### src/rtl/shenjing_axon_pkg.sv
// -----------------------------------------------------------------------------
// shenjing_axon_pkg
// Shared types and defaults for the axon collector slice.
//   fill_state_e     : states of the frame fill FSM
//   DEF_AXON_NUM     : default axon bits per frame
//   DEF_SPIKE_REG_W  : default bits per stored word
//   word_addr_width(): word address width for a given frame/word geometry
// -----------------------------------------------------------------------------
package shenjing_axon_pkg;

    typedef enum logic [1:0] {
        IDLE      = 2'd0,
        COLLECT   = 2'd1,
        FLUSH     = 2'd2,
        WAIT_SWAP = 2'd3
    } fill_state_e;

    localparam int DEF_AXON_NUM    = 256;
    localparam int DEF_SPIKE_REG_W = 16;

    function automatic int word_addr_width(input int axon_num, input int reg_width);
        return $clog2(axon_num / reg_width);
    endfunction

endpackage

### src/rtl/axon_pingpong_bank.sv
// -----------------------------------------------------------------------------
// axon_pingpong_bank
// Two flop banks used as ping-pong frame storage. One bank (the fill bank) is
// written by the collector; the other (the published bank) is read by the core.
//   clk, rstb   : clock, synchronous active-low reset (both banks cleared,
//                 fill bank = 0)
//   clr_fill    : zero every word of the fill bank (wins over wr_en)
//   wr_en/addr/data : single write port into the fill bank
//   swap        : exchange the roles of the two banks
//   rd_en/rd_addr   : read strobe and word index into the published bank
//   rd_data     : registered read word, holds when rd_en=0
// -----------------------------------------------------------------------------
module axon_pingpong_bank #(
    parameter int WORDS = 16,
    parameter int W     = 16,
    parameter int AW    = 4
) (
    input  logic          clk,
    input  logic          rstb,
    input  logic          clr_fill,
    input  logic          wr_en,
    input  logic [AW-1:0] wr_addr,
    input  logic [W-1:0]  wr_data,
    input  logic          swap,
    input  logic          rd_en,
    input  logic [AW-1:0] rd_addr,
    output logic [W-1:0]  rd_data
);

    logic [W-1:0] mem_q [2][WORDS];
    logic [W-1:0] mem_d [2][WORDS];
    logic         fill_sel_q;
    logic         fill_sel_d;
    logic [W-1:0] rd_data_q;
    logic [W-1:0] rd_data_d;
    logic         pub_sel;

    assign pub_sel = ~fill_sel_q;
    assign rd_data = rd_data_q;

    always_comb begin
        mem_d      = mem_q;
        fill_sel_d = fill_sel_q;
        rd_data_d  = rd_data_q;

        if (clr_fill) begin
            for (int k = 0; k < WORDS; k++) begin
                mem_d[fill_sel_q][k] = '0;
            end
        end else if (wr_en) begin
            mem_d[fill_sel_q][wr_addr] = wr_data;
        end

        // A read in the swap cycle still sees the previously published bank.
        if (rd_en) begin
            rd_data_d = mem_q[pub_sel][rd_addr];
        end

        if (swap) begin
            fill_sel_d = ~fill_sel_q;
        end
    end

    always_ff @(posedge clk) begin
        if (!rstb) begin
            for (int b = 0; b < 2; b++) begin
                for (int k = 0; k < WORDS; k++) begin
                    mem_q[b][k] <= '0;
                end
            end
            fill_sel_q <= 1'b0;
            rd_data_q  <= '0;
        end else begin
            mem_q      <= mem_d;
            fill_sel_q <= fill_sel_d;
            rd_data_q  <= rd_data_d;
        end
    end

endmodule

### src/rtl/axon_collector.sv
// -----------------------------------------------------------------------------
// axon_collector
// Deserialises the serial crossbar spike stream into AXON_NUM-bit frames held
// as SPIKE_REG_WIDTH-bit words, stores them ping-pong and publishes each
// completed frame to the neuron core.
//   clk, rstb        : clock, synchronous active-low reset
//   frame_start      : opens a new fill frame, clears overflow
//   spike_valid/in   : one spike per valid cycle
//   frame_end        : closes the current fill frame
//   rd_en/addr/data  : word read of the published bank, 1-cycle latency
//   frame_ready      : a published frame is readable
//   frame_ack        : core is done with the published frame
//   busy             : fill FSM not in IDLE
//   overflow         : sticky, a spike was dropped
//   bit_count        : spikes accepted in the current frame
//
// Publish handshake: frame_ready is the "valid" side and frame_ack the
// "ready" side. A frame is handed over when frame_ready=1 and frame_ack=1 in
// the same cycle; frame_ready then drops next cycle unless a newly filled
// frame is swapped in that very cycle, in which case it stays high for the
// new frame. frame_ack while frame_ready=0 has no effect. A filled frame
// waits (WAIT_SWAP) while the previous one is still unacknowledged.
// -----------------------------------------------------------------------------
module axon_collector
    import shenjing_axon_pkg::*;
#(
    parameter int AXON_NUM        = DEF_AXON_NUM,
    parameter int SPIKE_REG_WIDTH = DEF_SPIKE_REG_W,
    parameter int WORD_ADDR_WIDTH = word_addr_width(AXON_NUM, SPIKE_REG_WIDTH),
    parameter int CNT_WIDTH       = $clog2(AXON_NUM) + 1
) (
    input  logic                       clk,
    input  logic                       rstb,
    input  logic                       frame_start,
    input  logic                       spike_valid,
    input  logic                       spike_in,
    input  logic                       frame_end,
    input  logic                       rd_en,
    input  logic [WORD_ADDR_WIDTH-1:0] rd_addr,
    output logic [SPIKE_REG_WIDTH-1:0] rd_data,
    output logic                       frame_ready,
    input  logic                       frame_ack,
    output logic                       busy,
    output logic                       overflow,
    output logic [CNT_WIDTH-1:0]       bit_count
);

    localparam int LOW_W = $clog2(SPIKE_REG_WIDTH);
    localparam int WORDS = AXON_NUM / SPIKE_REG_WIDTH;
    localparam logic [CNT_WIDTH-1:0] FULL_COUNT = CNT_WIDTH'(AXON_NUM);
    localparam logic [LOW_W-1:0]     LAST_BIT   = LOW_W'(SPIKE_REG_WIDTH - 1);

    fill_state_e                state_q, state_d;
    logic [CNT_WIDTH-1:0]       bit_count_q, bit_count_d;
    logic [SPIKE_REG_WIDTH-1:0] staging_q, staging_d;
    logic                       overflow_q, overflow_d;
    logic                       frame_ready_q, frame_ready_d;

    logic                       clr_fill;
    logic                       wr_en;
    logic [WORD_ADDR_WIDTH-1:0] wr_addr;
    logic [SPIKE_REG_WIDTH-1:0] wr_data;
    logic                       swap;
    logic [LOW_W-1:0]           bit_idx;
    logic [WORD_ADDR_WIDTH-1:0] word_idx;

    assign bit_idx  = bit_count_q[LOW_W-1:0];
    assign word_idx = WORD_ADDR_WIDTH'(bit_count_q[CNT_WIDTH-2:LOW_W]);

    always_comb begin
        state_d       = state_q;
        bit_count_d   = bit_count_q;
        staging_d     = staging_q;
        overflow_d    = overflow_q;
        frame_ready_d = frame_ready_q;
        clr_fill      = 1'b0;
        wr_en         = 1'b0;
        wr_addr       = word_idx;
        wr_data       = staging_q;
        swap          = 1'b0;

        if (frame_ack && frame_ready_q) begin
            frame_ready_d = 1'b0;
        end

        case (state_q)
            IDLE: begin
                if (frame_start) begin
                    state_d     = COLLECT;
                    bit_count_d = '0;
                    staging_d   = '0;
                    overflow_d  = 1'b0;
                    clr_fill    = 1'b1;
                end
            end

            COLLECT: begin
                if (frame_start) begin
                    // Restart discards the partial frame entirely.
                    bit_count_d = '0;
                    staging_d   = '0;
                    overflow_d  = 1'b0;
                    clr_fill    = 1'b1;
                end else begin
                    if (spike_valid) begin
                        if (bit_count_q < FULL_COUNT) begin
                            bit_count_d = bit_count_q + 1'b1;
                            if (bit_idx == LAST_BIT) begin
                                // Word completes this cycle: write it straight
                                // through and start the next one empty.
                                wr_en            = 1'b1;
                                wr_data[bit_idx] = spike_in;
                                staging_d        = '0;
                            end else begin
                                staging_d[bit_idx] = spike_in;
                            end
                        end else begin
                            overflow_d = 1'b1;
                        end
                    end
                    if (frame_end) begin
                        state_d = FLUSH;
                    end
                end
            end

            FLUSH: begin
                // Partial last word goes out zero-padded; a whole word was
                // already written when its last bit arrived.
                if (bit_idx != '0) begin
                    wr_en = 1'b1;
                end
                if (spike_valid) begin
                    overflow_d = 1'b1;
                end
                state_d = WAIT_SWAP;
            end

            WAIT_SWAP: begin
                if (spike_valid) begin
                    overflow_d = 1'b1;
                end
                if (!frame_ready_q || frame_ack) begin
                    swap          = 1'b1;
                    frame_ready_d = 1'b1;
                    state_d       = IDLE;
                end
            end

            default: state_d = IDLE;
        endcase
    end

    always_ff @(posedge clk) begin
        if (!rstb) begin
            state_q       <= IDLE;
            bit_count_q   <= '0;
            staging_q     <= '0;
            overflow_q    <= 1'b0;
            frame_ready_q <= 1'b0;
        end else begin
            state_q       <= state_d;
            bit_count_q   <= bit_count_d;
            staging_q     <= staging_d;
            overflow_q    <= overflow_d;
            frame_ready_q <= frame_ready_d;
        end
    end

    axon_pingpong_bank #(
        .WORDS (WORDS),
        .W     (SPIKE_REG_WIDTH),
        .AW    (WORD_ADDR_WIDTH)
    ) u_bank (
        .clk      (clk),
        .rstb     (rstb),
        .clr_fill (clr_fill),
        .wr_en    (wr_en),
        .wr_addr  (wr_addr),
        .wr_data  (wr_data),
        .swap     (swap),
        .rd_en    (rd_en),
        .rd_addr  (rd_addr),
        .rd_data  (rd_data)
    );

    assign busy        = (state_q != IDLE);
    assign overflow    = overflow_q;
    assign frame_ready = frame_ready_q;
    assign bit_count   = bit_count_q;

endmodule

### config.mk
export PLATFORM = sky130hd
export DESIGN_NAME = axon_collector
export DESIGN_NICKNAME = d
export VERILOG_FILES = /design/src/rtl/shenjing_axon_pkg.sv /design/src/rtl/axon_pingpong_bank.sv /design/src/rtl/axon_collector.sv
export SDC_FILE = /design/constraint.sdc
export NUM_CORES = 1
export LEC_CHECK = 0
export CAP_MARGIN = 20
export CORE_MARGIN = 1
export CORE_UTILIZATION = 57
export CTS_CLUSTER_DIAMETER = 150
export CTS_CLUSTER_SIZE = 28
export DETAILED_ROUTE_END_ITERATION = 12
export HOLD_SLACK_MARGIN = 0.02
export PLACE_DENSITY = 0.76
export SLEW_MARGIN = 20
export SYNTH_ARGS = -nofsm -noshare
export SYNTH_HDL_FRONTEND = slang
export SYNTH_SLANG_ARGS = --single-unit
### constraint.sdc
create_clock -name clk -period 2 [get_ports clk]
set_input_delay 0.2 -clock clk [delete_from_list [all_inputs] [get_ports clk]]
set_output_delay 0.2 -clock clk [all_outputs]
set_load 0.02 [all_outputs]
; Word level (Yosys, flattened, before mapping)
; Cells that the tools add are included.
[classes]
n_addsub = 1
n_div = 0
eq_ne = 12
multipliers = 0
magnitude_cmp = 9
n_mux = 88
n_reduce_logical = 16
shifts = 0
bitwise = 37
[ops]
columns = operator, n
row1 = 512-bit AND, 16
row2 = 512-bit NOT, 16
row3 = 256-bit demux with 1-bit select, 17
row4 = 256-bit two-way mux, 5
row5 = 512-bit two-way mux, 2
row6 = 512-bit bitwise mux, 1
row7 = 240-bit two-way mux, 1
row8 = 16-bit two-way mux, 14
row9 = 224-bit two-way mux, 1
row10 = 208-bit two-way mux, 1
row11 = 192-bit two-way mux, 1
row12 = 176-bit two-way mux, 1
row13 = 160-bit two-way mux, 1
row14 = 144-bit two-way mux, 1
row15 = 128-bit two-way mux, 1
row16 = 112-bit two-way mux, 1
row17 = 96-bit two-way mux, 1
row18 = 80-bit two-way mux, 1
row19 = 16-bit binary-select mux with 4-bit select, 1
row20 = 16-bit demux with 4-bit select, 1
row21 = 64-bit two-way mux, 1
row22 = 48-bit two-way mux, 1
row23 = 9-bit two-way mux, 4
row24 = 32-bit two-way mux, 1
row25 = 34 further kinds, 72
[word_totals]
inputBits = 12
ram_bits = 0
output_inout_bits = 28
ff_bits = 558
word_cells = 202
latchBits = 0
mem_count = 0
romBits = 0

; Longest topological paths before layout
; Gate-level depths: netlist of the first run.
[logic_depth]
depth_word = 23
mapped_depth = 12
mapped_depth_nobuf = 7

; By module
; A second synthesis of the first run with hierarchy kept.
[unflattened]
cells_unflattened = 2545
hier_area_um2 = 25938.6
[by_module_without_submodules]
columns = module, instances, seq_area_each_um2, cells_each, area_each_um2
row1 = axon_pingpong_bank, 1, 10590.2, 2353, 24247.0
row2 = axon_collector, 1, 580.6, 192, 1691.6

; Least setup slack after synthesis of the first run
; OpenSTA, ideal clock, no wires.
[synth_path]
path_kind = flip-flop to flip-flop
start = register bit_count_q[0] (netlist: bit_count[0])
end = register u_bank.mem_q[77] (netlist name)
setup_slack_ns = -0.213
t_arrival_ns = 2.075
stages_incl_launch_ff = 9
setup_time_ns = 0.138
path_cell_list = dfxtp_1 > inv_1 > ha_1 > nor3b_4 > a2bb2oi_4 > or3_1 > buf_2 > nand2_1 > o32ai_2
[synth_between]
elab_chain_cells = 13
[synth_rtl]
columns = element, line
row1 = start: declaration, axon_collector.sv:54  ; logic [CNT_WIDTH-1:0] bit_count_q, bit_count_d;
row2 = start signal: assignment, axon_collector.sv:163  ; bit_count_q <= bit_count_d;
row3 = 4-bit by 5-bit less-than comparator with 1-bit output (not written as such) or 4-bit by 1-bit greater-or-equal comparator with 1-bit output (tied branches), axon_collector.sv:112  ; wr_data[bit_idx] = spike_in;
row4 = 1-bit logical AND (not written as such), axon_collector.sv:112
row5 = 1-bit two-way mux (not written as such), axon_collector.sv:112
row6 = 1-bit demux with 4-bit select, axon_collector.sv:112
row7 = 16-bit bitwise mux, axon_collector.sv:112
row8 = 16-bit two-way mux, axon_collector.sv:108  ; if (bit_idx == LAST_BIT) begin
row9 = 16-bit two-way mux, axon_collector.sv:106  ; if (bit_count_q < FULL_COUNT) begin
row10 = 16-bit two-way mux, axon_collector.sv:105  ; if (spike_valid) begin
row11 = 16-bit two-way mux, axon_collector.sv:98  ; if (frame_start) begin
row12 = 16-bit two-way mux, axon_collector.sv:86  ; case (state_q)
row13 = 512-bit bitwise mux, axon_pingpong_bank.sv:51  ; mem_d[fill_sel_q][wr_addr] = wr_data;
row14 = 512-bit two-way mux, axon_pingpong_bank.sv:50  ; end else if (wr_en) begin
row15 = 512-bit two-way mux, axon_pingpong_bank.sv:46  ; if (clr_fill) begin
row16 = end signal: assignment, axon_pingpong_bank.sv:74  ; mem_q <= mem_d;
row17 = end: declaration, axon_pingpong_bank.sv:30  ; logic [W-1:0] mem_q [2][WORDS];
; Parallel ways exist; a longest one is shown, timed or not. The select of a mux whose other input is x is not followed.
; A chain may end at the register's enable or synchronous reset.

; Worst setup path in the final report of the first run
[layout_path]
start = register state_q[0]
end = register u_bank.mem_q[270] (netlist name)
[layout_between]
elab_chain_cells = 5
[layout_rtl]
columns = element, line
row1 = start: declaration, axon_collector.sv:53  ; fill_state_e state_q, state_d;
row2 = start signal: assignment, axon_collector.sv:162  ; state_q <= state_d;
row3 = 2-bit by 1-bit == test with 1-bit output, axon_collector.sv:86
row4 = 16-bit two-way mux, axon_collector.sv:86
row5 = 512-bit bitwise mux, axon_pingpong_bank.sv:51
row6 = 512-bit two-way mux, axon_pingpong_bank.sv:50
row7 = 512-bit two-way mux, axon_pingpong_bank.sv:46
; Parallel ways exist; a longest one is shown, timed or not. The select of a mux whose other input is x is not followed.

==> results.toml, run 1 <==
[global_route]
grt_max_degree = 119
grt_antenna_before_repair = 3
grt_pass1_wl_mm = 128
grt_pass1_vias = 22200
track_usage = 0.364
grt-ovfl-total = 0

[min_path]
worstHoldPathType = "in -> reg"

[power_and_ir_drop]
p_leak_nw = 11.4
finalPower_mw = 23.1
max-vdd-ir-drop_mv = 0.728
power_density_nw_per_um2 = 727

[detailed_routing]
dr.pass1.iters = 6
final_antenna_net_count = 0
totalWireLength_mm = 91.0
avgRoutedWirePerCell_um = 25.8
drt_iter0_drc = 3619
dr_total_vias = 24100
vias_per_cell = 6.83
drc = 0

[sta]
rsz0062_at_grt = "yes"
setup_ws_ps = -223
slew_headroom = 0.515
skew_ps = 25.2
slew_viol_final = 0
finalHoldViolCount = 0
period_share = 1.11
fin_crit_ps = 2220
finalSetupViolations = 514
max_freq_mhz = 450
worst_slew_pin_slew_ps = 728
fin_tns_setup_ps = -47770

[cts]
cts_tree = "built"
htree_num_levels = 1
clockRootBuffer = "clkbuf_16"
clkSinkCount = 558
cts.clk_slew.worst_paths_ps = 120
cts_buffers = 23
clk_latency_ps = 600
clockBufferDepth = 3

[yosys]
synth_area_leaders = "dfxtp_1 (44%), mux4_2 (9.9%), nand2_1 (6.3%)"
ys_types = 65
async_reset_ff_frac = 0
syn_avg_cell_area_um2 = 9.21
syn-cell-area_um2 = 25600
synth_edf_count = 0
seq_area_frac_synth = 0.437
yosysTopAreaCell = "dfxtp_1"
syn-num-nets = 2797
synth_flop_cell = "dfxtp_1"
yosys_warnings = 0
synth.top_cell.area_share = 0.437
synth-seq-cells = 558
syn_inst = 2777

[setup_path]
crit_path_end_kind = "flip-flop"
critPathBufInv = 7
path_common_cell = "buf_12"
slowest_delay_ps = 380
critPathKind = "reg -> reg"
crit_chain = "buf_6 > inv_6 > ha_4 > o21ai_4 > buf_12 > buf_12 > or2_4 > buf_12 > buf_12 > clkbuf_16 > and3_1 > o21a_1"
cp_max_fo = 11
worstPathRequired_ps = 2500
cp-start-kind = "flip-flop"
worstPathArrival_ps = 2730
cp_top_family = "buffers and inverters"
slowest_stage = "dfxtp_4"

[floorplanning]
die_area_um2 = 45700
initial_core_util = 0.578
chipHeight_um = 214
core_um2 = 44200
rows = 77
ioPinCount = 40
die_w_um = 214

[layout]
final_cell_mix = "dfxtp_1 (549), nand2_1 (411), nand3_1 (261), buf_4 (198), a21oi_1 (189)"
drive_above_1_share = 0.269
fin_nets = 2955
fillers = 2937
antennaDiodeCount = 0
fin_area_um2 = 31800
syn2layout_area_growth_pct = 24.3
final_common_cell = "dfxtp_1"

[placement]
gp_congestion = 0.944
hpwl_mm = 57.5
placed_area_um2 = 28800
numPortBuffers = 39

[status]
status = "complete, but fails checks"
violations = "negative setup slack"

[run]
max_cap_violations = 0
==> synthesized netlist by cell type (all sizes together), types with 5 or more instances <==
cell type,count
nor2b,13
mux4,112
mux2,11
mux2i,88
o32ai,12
a21o,7
a211oi,16
nor3,13
nand4,21
o22ai,90
o221ai,11
a2111oi,21
nand2b,9
nand3,312
o21ai,156
nor2,109
nor4,16
a21oi,226
ha,8
or3,11
dfxtp,558
o31ai,5
buf,173
inv,8
clkbuf,132
o21a,77
nand2,432
and3,99
==> what timing repair did <==
action,4_1_cts,5_1_grt
endpoints found under the setup margin,537,551
hold buffers,1,0
hold endpoints to repair,19,0
buffers inserted,10,22
cloned,9,26
resized for setup,139,170
pin swaps,33,58
==> state kept, by name (all words and copies together) (netlist names) <==
register	count
frame_ready	1
u_bank.mem_q	512
staging_q	16
u_bank.rd_data	16
u_bank.fill_sel_q	1
bit_count	9
overflow	1
state_q	2
==> worst paths after layout <==
| path | from | to | slack [ps] | cells past startpoint |
|---|---|---|---|---|
| min | frame_ack | frame_ready | 280 | 4 |
| max reg2reg | state_q[0] | u_bank.mem_q[270] | -220 | 12 |
| min reg2reg | u_bank.mem_q[139] | u_bank.mem_q[139] | 460 | 2 |
| max | state_q[0] | u_bank.mem_q[270] | -220 | 12 |
==> per-stage QoR <==
stage / hold slack (ps) / utilization / cells / worst slack, ps
floorplan: 403 / - / 2777 / 0.108
global placement: 432 / 0.651 / 3434 / -549
detailed placement: 438 / 0.651 / 3434 / -563
CTS: 273 / 0.686 / 3480 / -97.5
global route: 332 / 0.719 / 3528 / -327
finish: 279 / 0.719 / 3528 / -223
==> worst register-to-register path: cells and delay by family, from the launching register on <==
family          cells  cell delay, ps
buf+inv             7             900
simple gates        2             440
flops               1             380
compound gates      2             240
fa+ha+maj           1             160
==> routing by layer <==
metal | vias to the layer above | global-route usage | part of all wire
li1 | 10200 | - | -
met1 | 11600 | 0.474 | 0.36
met2 | 1840 | 0.577 | 0.45
met3 | 442 | 0.0641 | 0.12
met4 | 4 | 0.198 | 0.067
met5 | - | 0 | 0.00030
==> report_power, final <==
part | internal, mW | total, mW | switching [mW]
registers | 11.2 | 11.2 | 0.0647
clock network | 2.14 | 5.65 | 3.51
logic | 2.76 | 6.24 | 3.48
total | 16.1 | 23.1 | 7.05
==> kinds of logic (layout without fill, tap and decap cells) <==
| family | count (synthesis) | after routing | share of synthesized area |
|---|---|---|---|
| buffers and inverters | 313 | 471 | 0.0633 |
| DFF | 558 | 558 | 0.437 |
| and+or+nand+nor | 1053 | 1054 | 0.206 |
| muxes | 211 | 211 | 0.139 |
| adders and majority gates | 8 | 8 | 0.00392 |
| AOI/OAI and AO/OA | 627 | 627 | 0.149 |
| xor gates and xnor gates | 7 | 7 | 0.00240 |
==> area by class of cell <==
type	instances	area, um^2	share of cell area
multi-input combinational	1907	13800	0.435
sequential	558	11200	0.352
timing repair buffer	437	5390	0.170
tap	592	741	0.0233
clock buffer	25	593	0.0187
inverter	8	40.0	0.00126
clock inverter	1	8.76	0.000276
Power figures use the tool's default switching activity.
==> run 2: changes to the inputs <==
CORE_UTILIZATION = 50   (was 57)
PLACE_DENSITY = 0.68   (was 0.76)
==> results.toml, run 2 (synthesis gave the netlist of run 1 again) <==
[setup_path]
worstPathRequired_ps = 2540
path_common_cell = "buf_6"
crit_path_end_kind = "flip-flop"
slowest_delay_ps = 350
cp_max_fo = 6
crit_path_start = "state_q[0]"
worstPathArrival_ps = 2750
cp-start-kind = "flip-flop"
critPathKind = "reg -> reg"
crit_chain = "buf_6 > ha_4 > buf_6 > o21ai_4 > buf_12 > buf_6 > nand2_4 > buf_8 > nor4_4 > buf_6 > clkbuf_16 > nand2_2 > a21oi_2"
r2r-start = "state_q[0]"
slowest_stage = "dfxtp_2"

[layout]
drive_above_1_share = 0.291
fin_area_um2 = 32300
final_cell_mix = "dfxtp_1 (550), nand2_1 (415), nand3_1 (237), a21oi_1 (202), buf_4 (178)"
antennaDiodeCount = 0
final_common_cell = "dfxtp_1"
fin_nets = 2950
syn2layout_area_growth_pct = 26.2
multi_input_area_um2 = 14100
largest_register = "u_bank.mem_q"
fillers = 3890
final_cells = 3603
layout.area.seq_um2 = 11200
largest_reg_flops = 512

[status]
status = "complete, but fails checks"
violations = "negative setup slack"

[power_and_ir_drop]
p_leak_nw = 11.2
power_density_nw_per_um2 = 715
max-vdd-ir-drop_mv = 0.738

[cts]
cts_tree = "built"
clkSinkCount = 558
cts_buffers = 23
htree_num_levels = 1
cts.clk_slew.worst_paths_ps = 120
clockBufferDepth = 3
clk_latency_ps = 610
ctsHoldBuffers = 0
clockRootBuffer = "clkbuf_16"

[sta]
max_freq_mhz = 453
finalHoldViolCount = 0
slew_headroom = 0.237
finalSetupViolations = 480
rsz0062_at_grt = "yes"
period_share = 1.10
skew_ps = 27.9
setup_ws_ps = -206
worst_slew_pin_slew_ps = 1140
slew_viol_final = 0
fin_crit_ps = 2210

[global_route]
grtUsageMet1 = 0.426
grt_antenna_before_repair = 0
track_usage = 0.317
grt_use_met2 = 0.508
grt_use_met3 = 0.0439
busiest_layer = "met2"
grt_pass1_vias = 21600
grt_pass1_wl_mm = 129
grt-ovfl-total = 0
grt_max_degree = 150

[detailed_routing]
dr.pass1.iters = 6
dr_total_vias = 23500
drt_iter0_drc = 3082
vias_per_cell = 6.52
drc = 0
totalWireLength_mm = 90.8
final_antenna_net_count = 0
avgRoutedWirePerCell_um = 25.2

[floorplanning]
initial_core_util = 0.509
die_area_um2 = 52000
rows = 82
chipHeight_um = 228
core_um2 = 50300
ioPinCount = 40
die_w_um = 228

[placement]
hpwl_mm = 57.9
numPortBuffers = 39
placed_area_um2 = 28700
place_inst = 3492
gp_congestion = 0.957

[run]
max_cap_violations = 0

[min_path]
min_from = "rstb"
worstHoldPathType = "in -> reg"
==> run 2: stage by stage <==
stage	hold slack [ps]	setup slack [ps]	power [mW]	util	TNS [ps]
after CTS	125	-125	21.6	0.603	-17840
after global placement	432	-628	15.6	0.571	-88260
after floorplan	403	0.108	13.9	-	0
final	147	-206	23.1	0.642	-37640
after detailed placement	436	-612	15.7	0.571	-116120
after global routing	147	-291	23.6	0.642	-71080
==> run 2: power by group <==
group	internal, mW	switching [mW]
registers	11.2	0.0558
clock network	2.14	3.55
logic	2.74	3.42
total	16.0	7.03
==> run 2: routing by layer <==
layer,up-vias,part of all wire
met1,11500,0.39
met2,1474,0.46
li1,10300,-
met4,0,0.052
met3,259,0.10
met5,-,0
==> run 2: cell type report <==
class / count / area share
multi-input cells: 1907 / 0.438
flip-flops and latches: 558 / 0.347
repair buffers: 432 / 0.169
well taps: 672 / 0.0261
clock buffers: 25 / 0.0184
inverters: 8 / 0.00124
clock inverters: 1 / 0.000272
==> run 2: path summary, 6_finish.rpt <==
| path | endpoint | slack, ps | cells past startpoint |
|---|---|---|---|
| max | u_bank.mem_q[326] | -210 | 13 |
| min | u_bank.mem_q[31] | 150 | 3 |
| max reg2reg | u_bank.mem_q[326] | -210 | 13 |
| min reg2reg | staging_q[15] | 460 | 2 |
==> run 2: what timing repair did <==
| item | 4_1_cts | 5_1_grt |
|---|---|---|
| setup endpoints to repair | 524 | 556 |
| gates cloned | 11 | 25 |
| gates resized for setup | 132 | 312 |
| buffers inserted | 27 | 25 |
| pin swaps | 32 | 87 |
==> run 2: worst max-delay path: cells and delay by family, from the launching register on <==
family / cells / cell delay (ps)
AO/OA/AOI/OAI: 2 / 300
buffers and inverters: 7 / 920
adder cells (fa/ha/maj): 1 / 170
AND/OR/NAND/NOR: 3 / 410
flip-flops: 1 / 350
